File: config.mk
export PLATFORM = sky130hd
export DESIGN_NAME = fetch_stage
export DESIGN_NICKNAME = d
export VERILOG_FILES = /design/src/rtl/fetch_stage.sv
export SDC_FILE = /design/constraint.sdc
export NUM_CORES = 1
export LEC_CHECK = 0
export CAP_MARGIN = 10
export CORE_ASPECT_RATIO = 1.2
export CORE_MARGIN = 5
export CORE_UTILIZATION = 45
export DETAILED_ROUTE_END_ITERATION = 6
export HOLD_SLACK_MARGIN = 0.12
export PLACE_DENSITY_LB_ADDON = 0.1
export RECOVER_POWER = 25
export SLEW_MARGIN = 20
export SYNTH_ARGS = -nofsm -noshare
export SYNTH_HDL_FRONTEND = slang
export SYNTH_SLANG_ARGS = --single-unit
File: constraint.sdc
create_clock -name clk -period 2.1 [get_ports clk]
set_input_delay 0.21 -clock clk [delete_from_list [all_inputs] [get_ports clk]]
set_output_delay 0.21 -clock clk [all_outputs]
set_load 0.01 [all_outputs]
File: src/rtl/fetch_stage.sv
// fetch_stage: PC owner that assembles one/two-word instructions with stall, branch redirect and optional halt (FETCH_HALT_EN)
module fetch_stage #(
  parameter int PC_WIDTH = 16,
  parameter logic [PC_WIDTH-1:0] RESET_PC = '0
`ifdef FETCH_HALT_EN
  , parameter logic [4:0] HALT_OPCODE = 5'b11111
`endif
) (
  input  logic                clk,
  input  logic                rst,
  output logic [PC_WIDTH-1:0] imem_addr,
  input  logic [15:0]         imem_data,
  input  logic                stall,
  input  logic                branch_taken,
  input  logic [PC_WIDTH-1:0] branch_target,
  output logic                valid_out,
  output logic [4:0]          opcode,
  output logic [2:0]          dst_addr,
  output logic [2:0]          src_addr,
  output logic                category,
  output logic [15:0]         immediate,
  output logic [PC_WIDTH-1:0] pc_out
);
  typedef enum logic [1:0] {S_OP, S_IMM, S_HALT} state_t;
  state_t r_state, w_state;
  logic [PC_WIDTH-1:0] r_pc, w_pc, r_hold_pc, w_hold_pc, w_pc_out;
  logic [10:0] r_hold, w_hold, w_fields;
  logic w_valid, w_cat, w_unused;
  logic [15:0] w_imm;
  assign imem_addr = r_pc;
  assign w_unused = ^imem_data[3:0];
  always_comb begin
    w_state = r_state;
    w_pc = r_pc;
    w_hold = r_hold;
    w_hold_pc = r_hold_pc;
    w_valid = valid_out;
    w_fields = {opcode, dst_addr, src_addr};
    w_cat = category;
    w_imm = immediate;
    w_pc_out = pc_out;
    if (branch_taken) begin
      w_state = S_OP;
      w_pc = branch_target;
      w_valid = 1'b0;
      w_hold = '0;
      w_hold_pc = '0;
    end else if (r_state == S_HALT) begin
      w_valid = 1'b0;
    end else if (!stall) begin
      w_pc = r_pc + PC_WIDTH'(1);
      if (r_state == S_IMM) begin
        w_state = S_OP;
        w_valid = 1'b1;
        w_fields = r_hold;
        w_cat = 1'b1;
        w_imm = imem_data;
        w_pc_out = r_hold_pc;
      end else if (imem_data[4]) begin
        w_state = S_IMM;
        w_valid = 1'b0;
        w_hold = imem_data[15:5];
        w_hold_pc = r_pc;
      end else begin
        w_valid = 1'b1;
        w_fields = imem_data[15:5];
        w_cat = 1'b0;
        w_imm = '0;
        w_pc_out = r_pc;
`ifdef FETCH_HALT_EN
        if (imem_data[15:11] == HALT_OPCODE) w_state = S_HALT;
`endif
      end
    end
  end
  always_ff @(posedge clk) begin
    if (rst) begin
      r_state <= S_OP;
      r_pc <= RESET_PC;
      r_hold <= '0;
      r_hold_pc <= '0;
      valid_out <= 1'b0;
      {opcode, dst_addr, src_addr} <= '0;
      category <= 1'b0;
      immediate <= '0;
      pc_out <= '0;
    end else begin
      r_state <= w_state;
      r_pc <= w_pc;
      r_hold <= w_hold;
      r_hold_pc <= w_hold_pc;
      valid_out <= w_valid;
      {opcode, dst_addr, src_addr} <= w_fields;
      category <= w_cat;
      immediate <= w_imm;
      pc_out <= w_pc_out;
    end
  end
endmodule

# [After elaboration in Yosys (flattened, before gate mapping)]
# Cells that the tools add are included.
[totals] ff_bits=90 output_inout_bits=61
[classes] n_addsub=1 n_eq_ne=5 muxes=15 bitwise=4 reduce_logical=7
[ops] op="$mux 16" count=7
[ops] op="$mux 11" count=2
[ops] op="$add 16x1->16 const B" count=1
[ops] op="$reduce_and 4->1" count=2
[ops] op="$mux 1" count=4
[ops] op="$mux 2" count=2
[ops] op="$ne 2x1->1 const B" count=2
[ops] op="$not 1->1" count=4
[ops] op="$reduce_and 3->1" count=1
[ops] op="$reduce_or 3->1" count=1
[ops] op="$eq 2x1->1 const B" count=1
[ops] op="$eq 2x2->1 const B" count=1
[ops] op="$ne 2x2->1 const B" count=1
[ops] op="$reduce_and 2->1" count=1
[ops] op="$reduce_bool 2->1" count=1
[ops] op="$reduce_or 2->1" count=1

# [Depth between registers and ports, before layout]
[logic_depth] ltp_word=4 ltp_mapped=6

# [Least setup slack after synthesis]
# OpenSTA, ideal clock, no wires.
[synth_timing] path_kind="reg2reg" start="register r_pc[0], in the netlist imem_addr[0]" end="register r_pc[10], in the netlist imem_addr[10]" arrival_ns=1.621 slack_ns=0.389 path_stages_with_launch=5 n_path_buf=0 synth_period_minus_slack_ns=1.711 path_cell_list="dfxtp_1 ha_1 nand3b_4 or4_1 a311oi_1"
[synth_between] elab_chain_cells=4
[synth_lines] item="start: declaration" line_no="26" source="logic [PC_WIDTH-1:0] r_pc, w_pc, r_hold_pc, w_hold_pc, w_pc_out;"
[synth_lines] item="start signal: assignment" line_no="89" source="r_pc <= w_pc;"
[synth_lines] item="$add 16x1->16" line_no="51" source="w_pc = r_pc + PC_WIDTH'(1);"
[synth_lines] item="$mux 16" line_no="50" source="end else if (!stall) begin"
[synth_lines] item="$mux 16" line_no="48" source="end else if (r_state == S_HALT) begin"
[synth_lines] item="$mux 16" line_no="42" source="if (branch_taken) begin"
# Every way passes these cells. The select of a mux whose other input is x is not followed.
# A chain may end at the register's enable or synchronous reset.

# [Final worst setup path]
[layout_timing] start="input branch_taken" end="register valid_out"
[layout_between] elab_chain_cells=1
[layout_lines] item="start: declaration" line_no="14" source="input logic branch_taken,"
[layout_lines] item="$reduce_or 3->1 (no source line)"
[layout_lines] item="end signal: assignment" line_no="92" source="valid_out <= w_valid;"
[layout_lines] item="end: declaration" line_no="16" source="output logic valid_out,"
# Every way passes these cells.

==> impl_metrics.csv <==
group,metric,value,unit
outcome,outcome,"complete, no violations",
synth,synth_top_area_cell,"dfxtp_1",
finish,final_common_cell,"dfxtp_1",
timing,setup_viol,0,
finish,final_util,61.5,%
routing,viasPerCell,5.48,
critical_path,path_cells,"dlygate4sd3_1 -> or2_1 -> nor3_1",
worst_hold_path,min_path_type,"in -> reg",
routing,dr_wl_met3,570,um
run,max_cap_violations,0,
pwr,irDropWorstVdd,0.000433,V
global_route,grt_overflow,0,
routing,wl_met2,5220,um
floorplan,pin_count,97,
critical_path,crit_path_end_kind,"flip-flop",
clock_tree,clock_path_buffers,2,
routing,postRouteAntennaNets,0,
finish,mostFrequentLayoutCells,"dfxtp_1, a21oi_1, clkdlybuf4s50_1",
clock_tree,ctsHoldBuffers,0,
floorplan,start_util,46.0,%
critical_path,crit_type,"in -> reg",
routing,wl_met1,4540,um
routing,vias,3591,
critical_path,start_kind,"input pin",
critical_path,rrSetupSlack,0.36,ns
finish,nets,570,
routing,firstDrtPassIters,4,
floorplan,dieArea,10700,um^2
timing,period_minus_slack,1.85,ns
timing,fmax,541,MHz
finish,diodes,0,
global_route,antenna_found_initial,0,
timing,rsz0062_at_grt,"false",
clock_tree,cts_resized,0,
synth,async_reset_ff_share,0,%
synth,syn-cell-area,3920,um^2
synth,synth_top_area_share,45.5,%
critical_path,worst-path-max-fanout,29,
timing,hold_ws,0.412,ns
global_route,grt_pass1_wl,17100,um
finish,drive_above_1_share,9.29,%
timing,hold_viol,0,
floorplan,die-height,112,um
critical_path,cp.arrival,2.04,ns
placement,io_buffers,96,
placement,dpl.hpwl,7220,um
synth,syn_avg_cell_area,8.70,um^2
timing,drv_slew,0,
routing,highest-signal-layer,"met4",
critical_path,cp_slowest_stage_delay,0.89,ns
clock_tree,cts_tree,"built",
pwr,total_power,3.65,mW
pwr,powerDensity,698,nW/um^2
clock_tree,clock_latency,0.35,ns
critical_path,critPathRequiredTime,2.29,ns
synth,synth_flop_cell,"dfxtp_1",
floorplan,coreArea,8520,um^2
global_route,grt_start_max_net_pins,61,
routing,wl_per_cell,16.0,um
placement,place_congestion,0.799,
critical_path,critPathSlowestCell,"or2_1",
routing,first_iter_violations,148,
clock_tree,clkTransAtPathRegs,0.09,ns
floorplan,placementRows,37,
synth,synth_warnings,0,
synth,netlist_instances,450,
clock_tree,cts_buffers,9,
timing,relSlewSlack,28.7,%
timing,tns,0,ns
timing,tightest_slew,1.07,ns
synth,yosysSeqAreaShare,45.5,%
synth,ys_types,41,
timing,min_period_over_period,88.0,%
synth,synth_nets,487,
synth,synth.area.top_cells,"dfxtp_1, a21oi_1, mux2i_1",
synth,synth_edf_count,0,
routing,finalWirelength,10500,um
clock_tree,postCtsSetupRepairBufs,0,
pwr,p_leak,1.83,nW
global_route,grt_pass1_vias,3412,
floorplan,die-width,95.1,um
synth,ys_ff_latch,89,
clock_tree,cts_htree_levels,3,
clock_tree,cts-root-buf,"clkbuf_8",
routing,drc_errors,0,
finish,syn_to_final_growth,33.8,%
timing,finClkSkew,0.00840,ns
clock_tree,clkSinkCount,89,
global_route,track_usage,19.6,%
power by group:
part | switching, mW | internal (mW) | leakage [nW]
Sequential | 0.0618 | 1.75 | 0.726
Clock | 0.620 | 0.707 | 0.116
Combinational | 0.259 | 0.257 | 0.986
stage by stage:
stage / setup slack (ns) / cells / area [um^2]
after detailed placement: 0.161 / 639 / 5010
final: 0.253 / 655 / 5240
after CTS: 0.336 / 655 / 5240
after global placement: 0.182 / 639 / 5010
after floorplan: 0.389 / 450 / 3920
after global routing: 0.131 / 655 / 5240
cell type report:
class | count | area (um^2)
fill | 765 | 3280
multi-input combinational | 309 | 1910
sequential | 89 | 1780
timing repair buffer | 119 | 1150
tap | 117 | 146
clock buffer | 10 | 138
clock inverter | 6 | 91.3
inverter | 5 | 18.8
worst paths after layout:
kind	from	to	depth (start not counted)
worst max-delay path	branch_taken	valid_out$_SDFFE_PP0N_	3
worst min-delay path	imem_data[0]	immediate[0]$_SDFFE_PP0P_	3
worst max register to register	imem_addr[5]$_SDFFE_PP0P_	imem_addr[15]$_SDFFE_PP0P_	3
worst min register to register	immediate[3]$_SDFFE_PP0P_	immediate[3]$_SDFFE_PP0P_	2
cells in the mapped netlist (4+ instances only):
library cell   n
a311oi_1       4
nor2b_1        7
nor2_1        18
a211oi_1      30
buf_2         16
nor4_1         5
mux2i_1       27
inv_1          5
a21oi_1       75
o41a_1         4
dfxtp_1       89
or4_1          4
buf_4          4
nand2_1       51
clkbuf_1      27
o21ai_0       44
a2111oi_1      4
flip-flops by register name, indices dropped and copies added, names as in the netlist:
name and flops:
category 1, r_state 1, dst_addr 3, r_hold 11, src_addr 3, opcode 5, valid_out 1, imem_addr 16
r_hold_pc 16, immediate 16, pc_out 16
per-layer routing:
layer / vias to the layer above / track usage [%]
met1: 1704 / 25.9
met4: 0 / 6.74
li1: 1776 / -
met3: 11 / 3.15
met2: 100 / 32.3
met5: - / 0
critical path, delay by kind of cell:
family	cells	cell delay, ns
buf+inv	1	0.80
simple gates	2	1.02
logic make-up (layout without fill, tap and decap cells):
family / after synthesis / after routing / share of synthesized area (%)
AOI/OAI and AO/OA: 170 / 170 / 25.8
adders and majority gates: 1 / 1 / 0.320
xor gates and xnor gates: 4 / 4 / 0.895
DFF: 89 / 89 / 45.5
muxes: 28 / 28 / 7.19
and+or+nand+nor: 106 / 106 / 14.4
buffers and inverters: 52 / 140 / 5.88
No activity file was read; power rests on OpenSTA's default activity.
